**config.mk**
```make
export PLATFORM = sky130hd
export DESIGN_NAME = psg_frame_writer_flat
export DESIGN_NICKNAME = d
export VERILOG_FILES = /design/src/rtl/psg_frame_writer_if.sv /design/src/rtl/psg_frame_writer.sv /design/src/flat_wrapper.sv
export SDC_FILE = /design/constraint.sdc
export NUM_CORES = 1
export LEC_CHECK = 0
export CORE_AREA = 3 3 83 70
export CTS_BUF_LIST = sky130_fd_sc_hd__clkbuf_4
export DETAILED_ROUTE_END_ITERATION = 12
export DIE_AREA = 0 0 86 73
export PLACE_DENSITY_LB_ADDON = 0.15
export SLEW_MARGIN = 20
export SYNTH_ARGS = -nofsm -noshare
export SYNTH_HDL_FRONTEND = slang
export SYNTH_SLANG_ARGS = --single-unit
```
**constraint.sdc**
```tcl
create_clock -name clock -period 2.5 [get_ports clock]
set_input_delay 0.25 -clock clock [delete_from_list [all_inputs] [get_ports clock]]
set_output_delay 0.25 -clock clock [all_outputs]
set_load 0.01 [all_outputs]
```
**src/rtl/psg_frame_writer_if.sv**
```systemverilog
// Byte-stream input and PSG CPU-side bus of the frame writer.
// master is the writer's view; slave is the stream source / PSG side.
interface psg_frame_writer_if;
  logic [7:0] s_data;
  logic       s_valid;
  logic       s_ready;
  logic       bdir;
  logic       bc1;
  logic [7:0] psg_di;

  modport master (
    input  s_data,
    input  s_valid,
    output s_ready,
    output bdir,
    output bc1,
    output psg_di
  );

  modport slave (
    output s_data,
    output s_valid,
    input  s_ready,
    input  bdir,
    input  bc1,
    input  psg_di
  );
endinterface

```
**src/rtl/psg_frame_writer.sv**
```systemverilog
// PSG bus initiator: on each frame_tick writes NREGS stream bytes to R0 upwards,
// each as an address-latch phase followed by a register-write phase.
module psg_frame_writer #(
  parameter int unsigned NREGS       = 14,
  parameter int unsigned HOLD_CYCLES = 2,
  parameter bit          SKIP_R13_FF = 1'b1
) (
  input  logic               clock,
  input  logic               reset,
  input  logic               frame_tick,
  psg_frame_writer_if.master bus,
  output logic               busy,
  output logic               frame_done,
  output logic               overrun
);

  typedef enum logic [2:0] {
    ST_IDLE  = 3'd0,
    ST_WAIT  = 3'd1,
    ST_LATCH = 3'd2,
    ST_GAP1  = 3'd3,
    ST_WRITE = 3'd4,
    ST_GAP2  = 3'd5,
    ST_NEXT  = 3'd6
  } state_t;

  localparam logic [3:0] LAST_IDX   = 4'(NREGS - 1);
  localparam logic [3:0] HOLD_LAST  = 4'(HOLD_CYCLES - 1);
  localparam logic [3:0] R13_IDX    = 4'd13;
  localparam logic [7:0] SKIP_VALUE = 8'hFF;

  state_t     state_r, state_s;
  logic [3:0] idx_r, idx_s;
  logic [3:0] hold_r, hold_s;
  logic [7:0] data_r, data_s;
  logic       skip_s;

  logic       bdir_r, bdir_s;
  logic       bc1_r, bc1_s;
  logic [7:0] psg_di_r, psg_di_s;
  logic       s_ready_r, s_ready_s;
  logic       busy_r, busy_s;
  logic       frame_done_r, frame_done_s;
  logic       overrun_r, overrun_s;

  // 0xFF for R13 would retrigger the envelope, so it is consumed silently
  assign skip_s = SKIP_R13_FF && (idx_r == R13_IDX) && (bus.s_data == SKIP_VALUE);

  // State, frame datapath and registered outputs
  always_ff @(posedge clock) begin
    if (reset) begin
      state_r      <= ST_IDLE;
      idx_r        <= 4'd0;
      hold_r       <= 4'd0;
      data_r       <= 8'h00;
      bdir_r       <= 1'b0;
      bc1_r        <= 1'b0;
      psg_di_r     <= 8'h00;
      s_ready_r    <= 1'b0;
      busy_r       <= 1'b0;
      frame_done_r <= 1'b0;
      overrun_r    <= 1'b0;
    end else begin
      state_r      <= state_s;
      idx_r        <= idx_s;
      hold_r       <= hold_s;
      data_r       <= data_s;
      bdir_r       <= bdir_s;
      bc1_r        <= bc1_s;
      psg_di_r     <= psg_di_s;
      s_ready_r    <= s_ready_s;
      busy_r       <= busy_s;
      frame_done_r <= frame_done_s;
      overrun_r    <= overrun_s;
    end
  end

  // Next-state: one WAIT/LATCH/GAP1/WRITE/GAP2/NEXT pass per register
  always_comb begin
    state_s = state_r;
    idx_s   = idx_r;
    hold_s  = hold_r;
    data_s  = data_r;
    case (state_r)
      ST_IDLE: begin
        if (frame_tick) begin
          state_s = ST_WAIT;
          idx_s   = 4'd0;
        end else begin
          state_s = ST_IDLE;
        end
      end
      ST_WAIT: begin
        if (bus.s_valid) begin
          data_s = bus.s_data;
          hold_s = 4'd0;
          if (skip_s) begin
            state_s = ST_NEXT;
          end else begin
            state_s = ST_LATCH;
          end
        end else begin
          state_s = ST_WAIT;
        end
      end
      ST_LATCH: begin
        if (hold_r == HOLD_LAST) begin
          hold_s  = 4'd0;
          state_s = ST_GAP1;
        end else begin
          hold_s = hold_r + 4'd1;
        end
      end
      ST_GAP1: begin
        hold_s  = 4'd0;
        state_s = ST_WRITE;
      end
      ST_WRITE: begin
        if (hold_r == HOLD_LAST) begin
          hold_s  = 4'd0;
          state_s = ST_GAP2;
        end else begin
          hold_s = hold_r + 4'd1;
        end
      end
      ST_GAP2: begin
        state_s = ST_NEXT;
      end
      ST_NEXT: begin
        if (idx_r == LAST_IDX) begin
          state_s = ST_IDLE;
        end else begin
          idx_s   = idx_r + 4'd1;
          state_s = ST_WAIT;
        end
      end
      default: begin
        state_s = ST_IDLE;
        idx_s   = 4'd0;
        hold_s  = 4'd0;
      end
    endcase
  end

  // Outputs decoded from the upcoming state so the registers line up with it
  always_comb begin
    bdir_s       = 1'b0;
    bc1_s        = 1'b0;
    psg_di_s     = psg_di_r;
    s_ready_s    = 1'b0;
    busy_s       = (state_s != ST_IDLE);
    frame_done_s = (state_s == ST_NEXT) && (idx_s == LAST_IDX);
    overrun_s    = frame_tick && (state_r != ST_IDLE);
    case (state_s)
      ST_WAIT: begin
        s_ready_s = 1'b1;
      end
      ST_LATCH: begin
        bdir_s   = 1'b1;
        bc1_s    = 1'b1;
        psg_di_s = {4'h0, idx_s};
      end
      ST_GAP1: begin
        psg_di_s = {4'h0, idx_s};
      end
      ST_WRITE: begin
        bdir_s   = 1'b1;
        psg_di_s = data_s;
      end
      default: begin
        psg_di_s = psg_di_r;
      end
    endcase
  end

  assign bus.bdir    = bdir_r;
  assign bus.bc1     = bc1_r;
  assign bus.psg_di  = psg_di_r;
  assign bus.s_ready = s_ready_r;
  assign busy        = busy_r;
  assign frame_done  = frame_done_r;
  assign overrun     = overrun_r;

endmodule

```
**src/flat_wrapper.sv**
```systemverilog
// flat-port wrapper written by rule: the top's interface ports become plain ports
module psg_frame_writer_flat 
#(
  parameter int unsigned NREGS       = 14,
  parameter int unsigned HOLD_CYCLES = 2,
  parameter bit          SKIP_R13_FF = 1'b1
)
  (clock, reset, frame_tick, busy, frame_done, overrun, bus_s_data, bus_s_valid, bus_s_ready, bus_bdir, bus_bc1, bus_psg_di);
  psg_frame_writer_if bus_i ();
  input  logic clock;
  input  logic reset;
  input  logic frame_tick;
  output logic busy;
  output logic frame_done;
  output logic overrun;
  input wire logic [$bits(bus_i.s_data)-1:0] bus_s_data;
  input wire logic [$bits(bus_i.s_valid)-1:0] bus_s_valid;
  output wire logic [$bits(bus_i.s_ready)-1:0] bus_s_ready;
  output wire logic [$bits(bus_i.bdir)-1:0] bus_bdir;
  output wire logic [$bits(bus_i.bc1)-1:0] bus_bc1;
  output wire logic [$bits(bus_i.psg_di)-1:0] bus_psg_di;
  assign bus_i.s_data = bus_s_data;
  assign bus_i.s_valid = bus_s_valid;
  assign bus_s_ready = bus_i.s_ready;
  assign bus_bdir = bus_i.bdir;
  assign bus_bc1 = bus_i.bc1;
  assign bus_psg_di = bus_i.psg_di;
  psg_frame_writer #(.NREGS(NREGS), .HOLD_CYCLES(HOLD_CYCLES), .SKIP_R13_FF(SKIP_R13_FF)) u_core (.clock(clock), .reset(reset), .frame_tick(frame_tick), .bus(bus_i), .busy(busy), .frame_done(frame_done), .overrun(overrun));
endmodule
```
-- Word level (Yosys, flattened, before mapping)
Cells that the tools add are included.
W data, S select, Z words.
- word-level logic and storage cells: 62
- latch bits: 0
- memories: 0
- bits in registers: 33
- output and inout port bits: 14
- ROM bits: 0
- bits in writable memories: 0
- input port bits: 12
- shift operators: 0
- magnitude comparators: 0
- muxes and demuxes: 19
- multiply operators: 0
- equality and inequality tests: 16
- $add $sub $neg: 2
- reductions and logical operators: 13
- divide/modulo/power cells: 0
- bitwise logic cells: 1
- operators with widths (kind ; count):
    $pmux W4 S3 ; 2
    $pmux W3 S7 ; 1
    $mux W4 ; 4
    $mux W8 ; 2
    $pmux W8 S2 ; 1
    $eq A3 B3 Y1 const B ; 5
    $eq A3 B2 Y1 const B ; 4
    $mux W3 ; 4
    $add A4 B1 Y4 const B ; 2
    $eq A4 B4 Y1 const B ; 2
    $eq A8 B8 Y1 const B ; 1
    $eq A3 B1 Y1 const B ; 2
    $reduce_bool A3 Y1 ; 2
    $reduce_or A2 Y1 ; 3
    $mux W1 ; 5
    $reduce_or A5 Y1 ; 1
    $eq A4 B1 Y1 const B ; 1
    $logic_and A1 B1 Y1 ; 3
    $logic_not A3 Y1 ; 1
    $reduce_or A3 Y1 ; 1
    $ne A2 B2 Y1 const B ; 1
    $reduce_and A2 Y1 ; 1
    $reduce_bool A2 Y1 ; 1
    $not A1 Y1 ; 1

-- Longest topological paths before layout
Gate-level depths: netlist (run 1).
- depth after elaboration: 8
- gate-level depth with buffers: 8
- gate-level depth less buffers: 7

-- Worst setup path before layout (run 1)
No wires, ideal clock.
- path kind: register to register
- from: register u_core.idx_r[0]
- to: register u_core.psg_di_r[1] (netlist: u_core.bus.psg_di[1])
- clock period less this slack: 2.010 ns
- cell stages (with the launch flop): 8
- buffers on the path: 1
- setup slack: 0.490 ns
- data required time: 2.429 ns
- library setup time: 0.071 ns
- data arrival time: 1.939 ns
- path through: dfxtp_1 > ha_1 > nand3_1 > or4_4 > and3_4 > buf_6 > a311o_1 > a21oi_1
- cells in the longest elaborated chain, start to end: 8
- elaborated cells on any way between the ends: 15
- classes of those cells: 1 x add/sub; 4 x eq/ne; 7 x mux; 3 x reduce/logical
- ends and longest elaborated chain (element ; RTL line ; source):
    start, declared ; psg_frame_writer.sv:33 ; logic [3:0] idx_r, idx_s;
    start signal, assigned ; psg_frame_writer.sv:65 ; idx_r <= idx_s;
    $eq A4 B4 Y1 ; psg_frame_writer.sv:47, psg_frame_writer.sv:130 ;
    $logic_and A1 B1 Y1 ; psg_frame_writer.sv:47 ; assign skip_s = SKIP_R13_FF && (idx_r == R13_IDX) && (bus.s_data == SKIP_VALUE);
    $mux W3 ; psg_frame_writer.sv:97 ; if (skip_s) begin
    $mux W3 ; psg_frame_writer.sv:94 ; if (bus.s_valid) begin
    $pmux W3 S7 ; psg_frame_writer.sv:84 ; case (state_r)
    $eq A3 B2 Y1 ; psg_frame_writer.sv:154 ; case (state_s)
    $reduce_or A2 Y1 (no line) ; - ;
    $pmux W8 S2 or $reduce_bool A2 Y1 (tied branches) ; - ;
    end signal, assigned ; psg_frame_writer.sv:70 ; psg_di_r <= psg_di_s;
    end, declared ; psg_frame_writer.sv:40 ; logic [7:0] psg_di_r, psg_di_s;
Several ways; a longest one is shown, not always the timed one.
A chain may end at the register's enable or synchronous reset.

-- Worst setup path in the final report (run 1)
- from: register u_core.idx_r[0]
- to: register u_core.psg_di_r[7] (netlist: u_core.bus.psg_di[7])
- cells in the longest elaborated chain, start to end: 8
- elaborated cells on any way between the ends: 12
- classes of those cells: 4 x eq/ne; 5 x mux; 3 x reduce/logical
- ends and longest elaborated chain (element ; RTL line):
    $eq A4 B4 Y1 * ; psg_frame_writer.sv:47, psg_frame_writer.sv:130
    $logic_and A1 B1 Y1 ; psg_frame_writer.sv:47
    $mux W3 ; psg_frame_writer.sv:97
    $mux W3 ; psg_frame_writer.sv:94
    $pmux W3 S7 * ; psg_frame_writer.sv:84
    $eq A3 B2 Y1 ; psg_frame_writer.sv:154
    $reduce_or A2 Y1 (no line) ; -
    $pmux W8 S2 or $reduce_bool A2 Y1 (tied branches) ; -
Mark *: on every way between the ends. The rest lies on a longest branch, timed or not.

==> results of run 1 <==
power breakdown:
group	switching, W	leakage [nW]	internal [W]	total (W)
Sequential	0.0000120	0.268	0.000549	0.000561
Clock	0.000167	0.0292	0.000113	0.000280
Combinational	0.000102	0.438	0.0000920	0.000194
Total	0.000281	0.735	0.000754	0.00103
synth_stat cells (2+ instances only):
cell and number:
a21o_1 2, a21oi_1 11, a311o_1 3, a32oi_1 3
and3_1 2, buf_1 2, clkbuf_1 4, dfxtp_1 33
ha_1 4, inv_1 7, mux2_2 4, mux2i_1 4
nand2_1 13, nand2b_1 2, nand3_1 4, nand4_1 3
nor2_1 19, nor2b_1 4, nor3b_1 9, nor4_1 2
o21ai_0 3, o22ai_1 3, or3_1 2, xnor2_1 2
xor2_1 2
per-layer routing:
layer  vias up  track usage
met5         -            0
met2        24        0.195
met4         0       0.0457
met3         4       0.0429
li1        684            -
met1       621        0.163
area by class of cell:
class	instances	area [um2]
fill	479	3040
multi-input combinational	122	811
sequential	33	661
timing repair buffer	33	310
tap	62	77.6
clock buffer	6	45.0
inverter	7	26.3
clock inverter	1	3.75
registers in the layout (all words and copies together) (netlist names):
signal	flops
u_core.bus.bc1	1
u_core.bus.bdir	1
u_core.bus.psg_di	8
u_core.bus.s_ready	1
u_core.busy	1
u_core.data_r	8
u_core.frame_done	1
u_core.hold_r	4
u_core.idx_r	4
u_core.overrun	1
u_core.state_r	3
cell families after synthesis:
kind of cell             count (synthesis)
AND/OR/NAND/NOR                         69
AO/OA/AOI/OAI                           37
flip-flops                              33
buffers and inverters                   16
multiplexers                             8
XOR/XNOR                                 4
adder cells (fa/ha/maj)                  4
final timing paths:
kind | slack, ns | to
worst max-delay path | 0.32 | u_core.bus.psg_di[7]
worst min-delay path | 0.47 | u_core.data_r[7]
worst max register to register | 0.32 | u_core.bus.psg_di[7]
worst min register to register | 0.47 | u_core.data_r[7]
worst max-delay path: stages, from the launching register on:
cell and delay, ns:
dfxtp_1 0.41, ha_1 0.19, nand3_1 0.17, or4_4 0.58, nand2_1 0.11, nand3_1 0.25, mux2_2 0.36
stage by stage:
step | hold WS (ns) | cells | total power [W] | instance area, um2 | worst slack (ns)
6_report | 0.466 | 264 | 0.00103 | 1930 | 0.321
5_1_grt | 0.507 | 264 | 0.00109 | 1930 | 0.196
4_1_cts | 0.468 | 264 | 0.00105 | 1930 | 0.323
3_5_place_dp | 0.453 | 257 | 0.000765 | 1890 | 0.195
3_3_place_gp | 0.452 | 257 | 0.000764 | 1890 | 0.240
2_1_floorplan | 0.326 | 171 | 0.000689 | 1540 | 0.490
==> impl_metrics.csv, run 1 <==
group,metric,value,unit
placed_design,portBuffers,25,
finish,drive_gt1_frac,0.109,
routing,drt-met1-wl,1.84,mm
synth,ys_async_sr_fraction,0,
hold_path,holdPathStages,2,
timing,post-route-period-util,0.871,
global_routing,grt_max_degree,24,
synth,syn_inst,171,
timing,final.min_clock_period,2.18,ns
outcome,outcome,"complete, no violations",
timing,timing.fmax,459,MHz
routing,wl_met3,148,um
synth,yosys_warnings,0,
routing,highest_layer,"met4",
placed_design,dpl.hpwl,2.75,mm
clock_tree,cts_tree,"yes",
routing,via_per_inst,5.05,
synth,dominantRegCellSynth,"dfxtp_1",
global_routing,antenna_found_initial,0,
routing,drt_wl_total,3.65,mm
floorplanning,rows,23,
power_and_ir_drop,p_per_area,535,nW/um2
routing,drc,0,
timing,rsz0062_at_grt,"false",
clock_tree,clk_pin_slew,0.09,ns
clock_tree,postCtsSetupBuffers,0,
floorplanning,coreArea,4980,um2
synth,synthTopCellsByArea,"dfxtp_1, nor2_1, nor3b_1",
clock_tree,cts-buffers-inserted,5,
floorplanning,start_util,0.310,
global_routing,grt_pass1_wl,6.23,mm
clock_tree,clock_latency,0.32,ns
synth,synth_top_family_by_area,"simple AND/OR/NAND/NOR gates",
clock_tree,cts_hold_buf,0,
finish,final_common_cell,"dfxtp_1",
global_routing,grt_overflow,0,
critical_path,cp-startpoint,"u_core.idx_r[0]",
global_routing,grt_pass1_vias,1344,
hold_path,min_path_type,"flop to flop",
timing,finalSetupViolCount,0,
routing,detail_route.first_pass.iterations,4,
hold_path,worstHoldStart,"u_core.data_r[7]",
synth,synthAdderAreaFrac,0.0324,
timing,setup_tns,0,ns
critical_path,critPathKind,"flop to flop",
clock_tree,cts_root_buf,"clkbuf_4",
clock_tree,clock_sinks,33,
timing,relSlewSlack,0.626,
routing,wl_met2,1.62,mm
routing,wire_per_inst,13.8,um
synth,synth.avg_cell_area,9.03,um2
synth,seq_area_frac_synth,0.428,
routing,drtIter0Drc,54,
finish,nets,218,
critical_path,cp.required,2.71,ns
clock_tree,cts_buffer_depth,2,
finish,antennaDiodeCount,0,
critical_path,cp-start-kind,"flop",
timing,drv_slew,0,
critical_path,end_kind,"flop",
power_and_ir_drop,peakVddDrop,0.205,mV
timing,hold_viol,0,
finish,post-route-util,0.389,
floorplanning,dieWidth,86,um
synth,ys_types,49,
synth,netlist_area,1540,um2
routing,ant_nets,0,
critical_path,r2r_start,"u_core.idx_r[0]",
synth,synth-xor-area-share,0.0227,
routing,dr_total_vias,1333,
synth,yosysTopAreaCell,"dfxtp_1",
synth,synth_seq_cells,33,
synth,synthesis.nets,187,
power_and_ir_drop,leakagePower,0.735,nW
timing,clock_skew,0.00267,ns
clock_tree,h-tree-depth,2,
placed_design,gp_congestion,0.801,
critical_path,critPathArrivalTime,2.39,ns
global_routing,grt_usage,0.126,
critical_path,cp_max_fo,6,
critical_path,worstRegToRegCells,6,
floorplanning,io_pins,26,
floorplanning,fp.dieArea,6280,um2
finish,most-common-layout-cells,"dfxtp_1, clkdlybuf4s50_1, nor2_1, nand2_1, a21oi_1",
floorplanning,fp.dieH,73,um
synth,synth-simple-area-share,0.246,
synth,synth.top_cell.area_share,0.428,
finish,area_growth,25.3,%
timing,tightest_slew,0.553,ns
clock_tree,cts_resized,0,
synth,synthMuxAreaShare,0.0551,
job,maxCapViolations,0,
synth,synth-edff-count,0,
synth,synth-compound-area-share,0.169,
(Power assumes the default switching activity.)
==> run 2: changes to the inputs <==
Settings changed: PLACE_DENSITY from default to 0.56, PLACE_DENSITY_LB_ADDON 0.15 to default.
==> run 2 against run 1 <==
Effect of this change: wire length decreased by 7.6%; critical endpoint is now u_core.bus.psg_di[5]; die area unchanged; clock-buffer cell count unchanged; highest routed layer unchanged.
==> impl_metrics.csv, run 2 (same netlist as run 1, synthesis figures left out) <==
group,metric,value,unit
critical_path,slowest_delay,0.58,ns
clock_tree,clock_sinks,33,
timing,setup_tns,0,ns
timing,hold_ws,0.467,ns
finish,post-route-util,0.388,
critical_path,critPathKind,"flop to flop",
finish,design_area,1930,um2
routing,drt-met1-wl,1.78,mm
clock_tree,postCtsSetupBuffers,0,
global_routing,grt_pass1_wl,5.48,mm
timing,timing.fmax,462,MHz
power_and_ir_drop,peakVddDrop,0.256,mV
floorplanning,start_util,0.310,
critical_path,reg2reg_to,"u_core.bus.psg_di[5]",
critical_path,end_kind,"flop",
hold_path,min_path_type,"flop to flop",
clock_tree,h-tree-depth,2,
critical_path,cp-start-kind,"flop",
critical_path,rrSetupSlack,0.33,ns
finish,fillers,510,
power_and_ir_drop,p_per_area,544,nW/um2
clock_tree,cts-buffers-inserted,5,
timing,clock_skew,0.0105,ns
routing,drtIter0Drc,73,
routing,detail_route.first_pass.iterations,4,
floorplanning,io_pins,26,
timing,rsz0062_at_grt,"false",
hold_path,worstHoldStart,"u_core.data_r[7]",
clock_tree,clk_pin_slew,0.10,ns
timing,post-route-period-util,0.867,
outcome,outcome,"complete, no violations",
finish,area_growth,25.2,%
placed_design,placed_cell_area,1880,um2
hold_path,holdPathStages,2,
routing,wl_met2,1.43,mm
routing,dr_total_vias,1275,
finish,nets,217,
clock_tree,cts_resized,0,
routing,highest_layer,"met4",
floorplanning,dieWidth,86,um
finish,most-common-layout-cells,"dfxtp_1, clkdlybuf4s50_1, nor2_1, nand2_1, a21oi_1",
clock_tree,clock_latency,0.34,ns
finish,antennaDiodeCount,0,
clock_tree,cts_root_buf,"clkbuf_4",
job,maxCapViolations,0,
routing,via_per_inst,4.83,
global_routing,grt_overflow,0,
timing,tightest_slew,0.531,ns
timing,relSlewSlack,0.646,
floorplanning,coreArea,4980,um2
finish,drive_gt1_frac,0.114,
critical_path,cp.required,2.74,ns
critical_path,cp-startpoint,"u_core.idx_r[0]",
routing,wire_per_inst,12.8,um
floorplanning,rows,23,
floorplanning,fp.dieArea,6280,um2
global_routing,grt_max_degree,19,
finish,final_common_cell,"dfxtp_1",
critical_path,slowest_stage,"or4_4",
global_routing,grt_pass1_vias,1127,
placed_design,dpl.hpwl,2.52,mm
power_and_ir_drop,leakagePower,0.736,nW
placed_design,portBuffers,25,
critical_path,cp_max_fo,6,
global_routing,grt_usage,0.113,
critical_path,critPathArrivalTime,2.40,ns
routing,ant_nets,0,
finish,multi_input_area,811,um2
critical_path,path_cells,"ha_1 > nand3_1 > or4_4 > nand2_1 > nand3_1 > mux2_2",
timing,drv_slew,0,
routing,drt_wl_total,3.37,mm
clock_tree,cts_buffer_depth,2,
placed_design,gp_congestion,0.792,
routing,wl_met3,137,um
floorplanning,fp.dieH,73,um
timing,final.min_clock_period,2.17,ns
hold_path,min_to,"u_core.data_r[7]",
timing,hold_viol,0,
global_routing,antenna_found_initial,0,
clock_tree,cts_hold_buf,0,
finish,seqCellArea,661,um2
critical_path,path_common_cell,"nand3_1",
timing,finalSetupViolCount,0,
critical_path,r2r_start,"u_core.idx_r[0]",
routing,drc,0,
critical_path,worstRegToRegCells,6,
clock_tree,cts_tree,"yes",
## run 2: changes by cell type in the layout (fill, tap and decap cells not counted)
cell      delta
clkinv_1     -1
buf_4        -1
clkinv_2     +2
## run 2: stage by stage
step                      instances  total power, W  setup WS [ns]
after floorplan                 171        0.000689          0.490
after global placement          256        0.000763          0.258
after detailed placement        256        0.000761          0.205
after CTS                       264         0.00106          0.332
after global routing            264         0.00110          0.194
final                           264         0.00105          0.333
## run 2: layer usage
layer | vias to the layer above | track usage
met5 | - | 0
met2 | 30 | 0.155
met1 | 571 | 0.163
li1 | 672 | -
met4 | 0 | 0.0475
met3 | 2 | 0.0339
## run 2: how the worst max path moves through the flow
stage	to	slack, ns
final	u_core.bus.psg_di[5]	0.33
after global placement	u_core.bus.psg_di[4]	0.26
after global routing	u_core.bus.psg_di[1]	0.19
after detailed placement	u_core.bus.psg_di[5]	0.20
after floorplan	u_core.bus.psg_di[1]	0.49
after CTS	u_core.bus.psg_di[5]	0.33
## run 2: critical path, delay by kind of cell, from the launching register on
family | cells | cell delay, ns
fa+ha+maj | 1 | 0.21
flops | 1 | 0.41
mux | 1 | 0.35
simple gates | 4 | 1.09
## run 2: power by group
part           internal (W)  switching [W]
combinational     0.0000896      0.0000907
sequential         0.000549      0.0000193
clock              0.000118       0.000185
## run 2: area by class of cell
cell class | instances | share of cell area
multi-input cells | 122 | 0.419
flip-flops and latches | 33 | 0.342
repair buffers | 32 | 0.157
well taps | 62 | 0.0401
clock buffers | 6 | 0.0233
inverters | 7 | 0.0136
clock inverters | 2 | 0.00518
==> run 3: changes to the inputs <==
Settings changed: RECOVER_POWER from default to 50.
==> run 3 against run 2 <==
Effect of this change: clock power about the same; largest power group unchanged; first-iteration DRC count shrank 1.4%; critical path type unchanged; via count fell by 0.31%; fmax about the same.
==> impl_metrics.csv, run 3 (same netlist as run 1, synthesis figures left out) <==
group,metric,value,unit
power_and_ir_drop,p_int,0.000752,W
power_and_ir_drop,finalPower,0.00105,W
clock_tree,cts_tree,"yes",
critical_path,crit_buf_inv,0,
finish,drive_gt1_frac,0.104,
finish,design_area,1930,um2
hold_path,min_path_type,"flop to flop",
clock_tree,cts_root_buf,"clkbuf_4",
critical_path,critical-path-top-delay-family,"simple AND/OR/NAND/NOR gates",
timing,finalSetupViolCount,0,
critical_path,critPathKind,"flop to flop",
critical_path,path_cells,"ha_1 > nand3_1 > or4_4 > nand2_1 > nand3_1 > mux2_2",
clock_tree,clock_latency,0.35,ns
critical_path,cp.required,2.74,ns
finish,fillers,510,
global_routing,antenna_found_initial,0,
timing,hold_ws,0.467,ns
finish,antennaDiodeCount,0,
outcome,outcome,"complete, no violations",
power_and_ir_drop,netSwitchingPower,0.000297,W
finish,nets,217,
timing,finalWorstSetupSlack,0.332,ns
timing,setup_tns,0,ns
routing,drtIter0Drc,72,
routing,ant_nets,0,
floorplanning,fp.dieH,73,um
power_and_ir_drop,leakagePower,0.777,nW
global_routing,grt_use_met1,0.163,
timing,tightest_slew,0.510,ns
clock_tree,h-tree-depth,2,
global_routing,grt_max_degree,19,
timing,rsz0062_at_grt,"false",
global_routing,grt_pass1_wl,5.48,mm
routing,drt_wl_total,3.39,mm
floorplanning,fp.dieArea,6280,um2
power_and_ir_drop,p_per_area,544,nW/um2
placed_design,dp_slack,0.205,ns
power_and_ir_drop,sequentialPowerShare,0.541,
finish,multi_input_area,811,um2
global_routing,grt_pass1_vias,1127,
critical_path,end_kind,"flop",
routing,via_per_inst,4.81,
clock_tree,clk_pin_slew,0.10,ns
floorplanning,io_pins,26,
floorplanning,dieWidth,86,um
floorplanning,rows,23,
clock_tree,cts-buffers-inserted,5,
power_and_ir_drop,peakVddDrop,0.255,mV
global_routing,top_usage_layer,"met1",
critical_path,critPathArrivalTime,2.40,ns
floorplanning,coreArea,4980,um2
timing,post-route-period-util,0.867,
global_routing,use_met2,0.155,
clock_tree,clock_sinks,33,
timing,relSlewSlack,0.655,
clock_tree,cts_resized,0,
placed_design,gp_congestion,0.792,
routing,dr_total_vias,1271,
critical_path,cp_max_fo,6,
critical_path,path_common_cell,"nand3_1",
clock_tree,cts_hold_buf,0,
power_and_ir_drop,clkPwrFrac,0.291,
global_routing,grt_usage,0.113,
global_routing,grtUsageMet3,0.0339,
finish,final_common_cell,"dfxtp_1",
power_and_ir_drop,switching_share,0.283,
timing,final.min_clock_period,2.17,ns
critical_path,slowest_delay,0.58,ns
power_and_ir_drop,combPwrFrac,0.168,
clock_tree,postCtsSetupBuffers,0,
job,maxCapViolations,0,
timing,hold_viol,0,
clock_tree,cts_buffer_depth,2,
critical_path,slowest_stage,"or4_4",
finish,seqCellArea,661,um2
critical_path,cp-start-kind,"flop",
floorplanning,start_util,0.310,
routing,drc,0,
global_routing,grt_overflow,0,
timing,drv_slew,0,
timing,clock_skew,0.0143,ns
timing,timing.fmax,461,MHz
placed_design,placed_cell_area,1880,um2
routing,detail_route.first_pass.iterations,4,
placed_design,portBuffers,25,
routing,wire_per_inst,12.8,um
finish,most-common-layout-cells,"dfxtp_1, nor2_1, nand2_1, dlygate4sd3_1, clkdlybuf4s50_1",
placed_design,dpl.hpwl,2.52,mm
finish,area_growth,25.0,%
## run 3: cell types whose count changed in the layout (fill, tap and decap cells not counted)
cell,previous run,this run
o21ba_2,1,0
clkdlybuf4s50_1,25,12
dlygate4sd3_1,0,13
clkbuf_1,0,1
o21ba_1,0,1
buf_4,7,6
## run 3: through the flow
stage	utilization	cells
after global placement	0.377	256
after CTS	0.388	264
final	0.388	264
after detailed placement	0.377	256
after floorplan	-	171
after global routing	0.388	264
## run 3: worst paths after layout
| path | slack [ns] | depth (start not counted) | startpoint | endpoint |
|---|---|---|---|---|
| worst max register to register | 0.33 | 6 | u_core.idx_r[0] | u_core.bus.psg_di[5] |
| worst min register to register | 0.47 | 2 | u_core.data_r[7] | u_core.data_r[7] |
| worst min-delay path | 0.47 | 2 | u_core.data_r[7] | u_core.data_r[7] |
| worst max-delay path | 0.33 | 6 | u_core.idx_r[0] | u_core.bus.psg_di[5] |
## run 3: power groups by stage
stage / sequential, W / combinational (W) / clock (W)
6_report: 0.000568 / 0.000177 / 0.000305
5_1_grt: 0.000572 / 0.000196 / 0.000332
4_1_cts: 0.000568 / 0.000182 / 0.000312
3_5_place_dp: 0.000580 / 0.000181 / 0
3_3_place_gp: 0.000581 / 0.000182 / 0
2_1_floorplan: 0.000578 / 0.000112 / 0
## run 3: layout make-up
class                      count  area share
tap                           62      0.0402
inverter                       7      0.0136
timing repair buffer          32       0.155
multi-input combinational    122       0.420
clock buffer                   6      0.0233
sequential                    33       0.342
clock inverter                 2     0.00519
## run 3: worst min-delay path: stages, from the launching register on
cell,delay (ns)
dfxtp_1,0.31
nand2_1,0.04
a21oi_1,0.07
## run 3: per-layer routing
metal / up-vias / wire length (um) / share of wire
met5: - / 0 / 0
met4: 0 / 46 / 0.014
met3: 4 / 111 / 0.033
met2: 22 / 1440 / 0.42
met1: 572 / 1790 / 0.53
li1: 673 / - / -
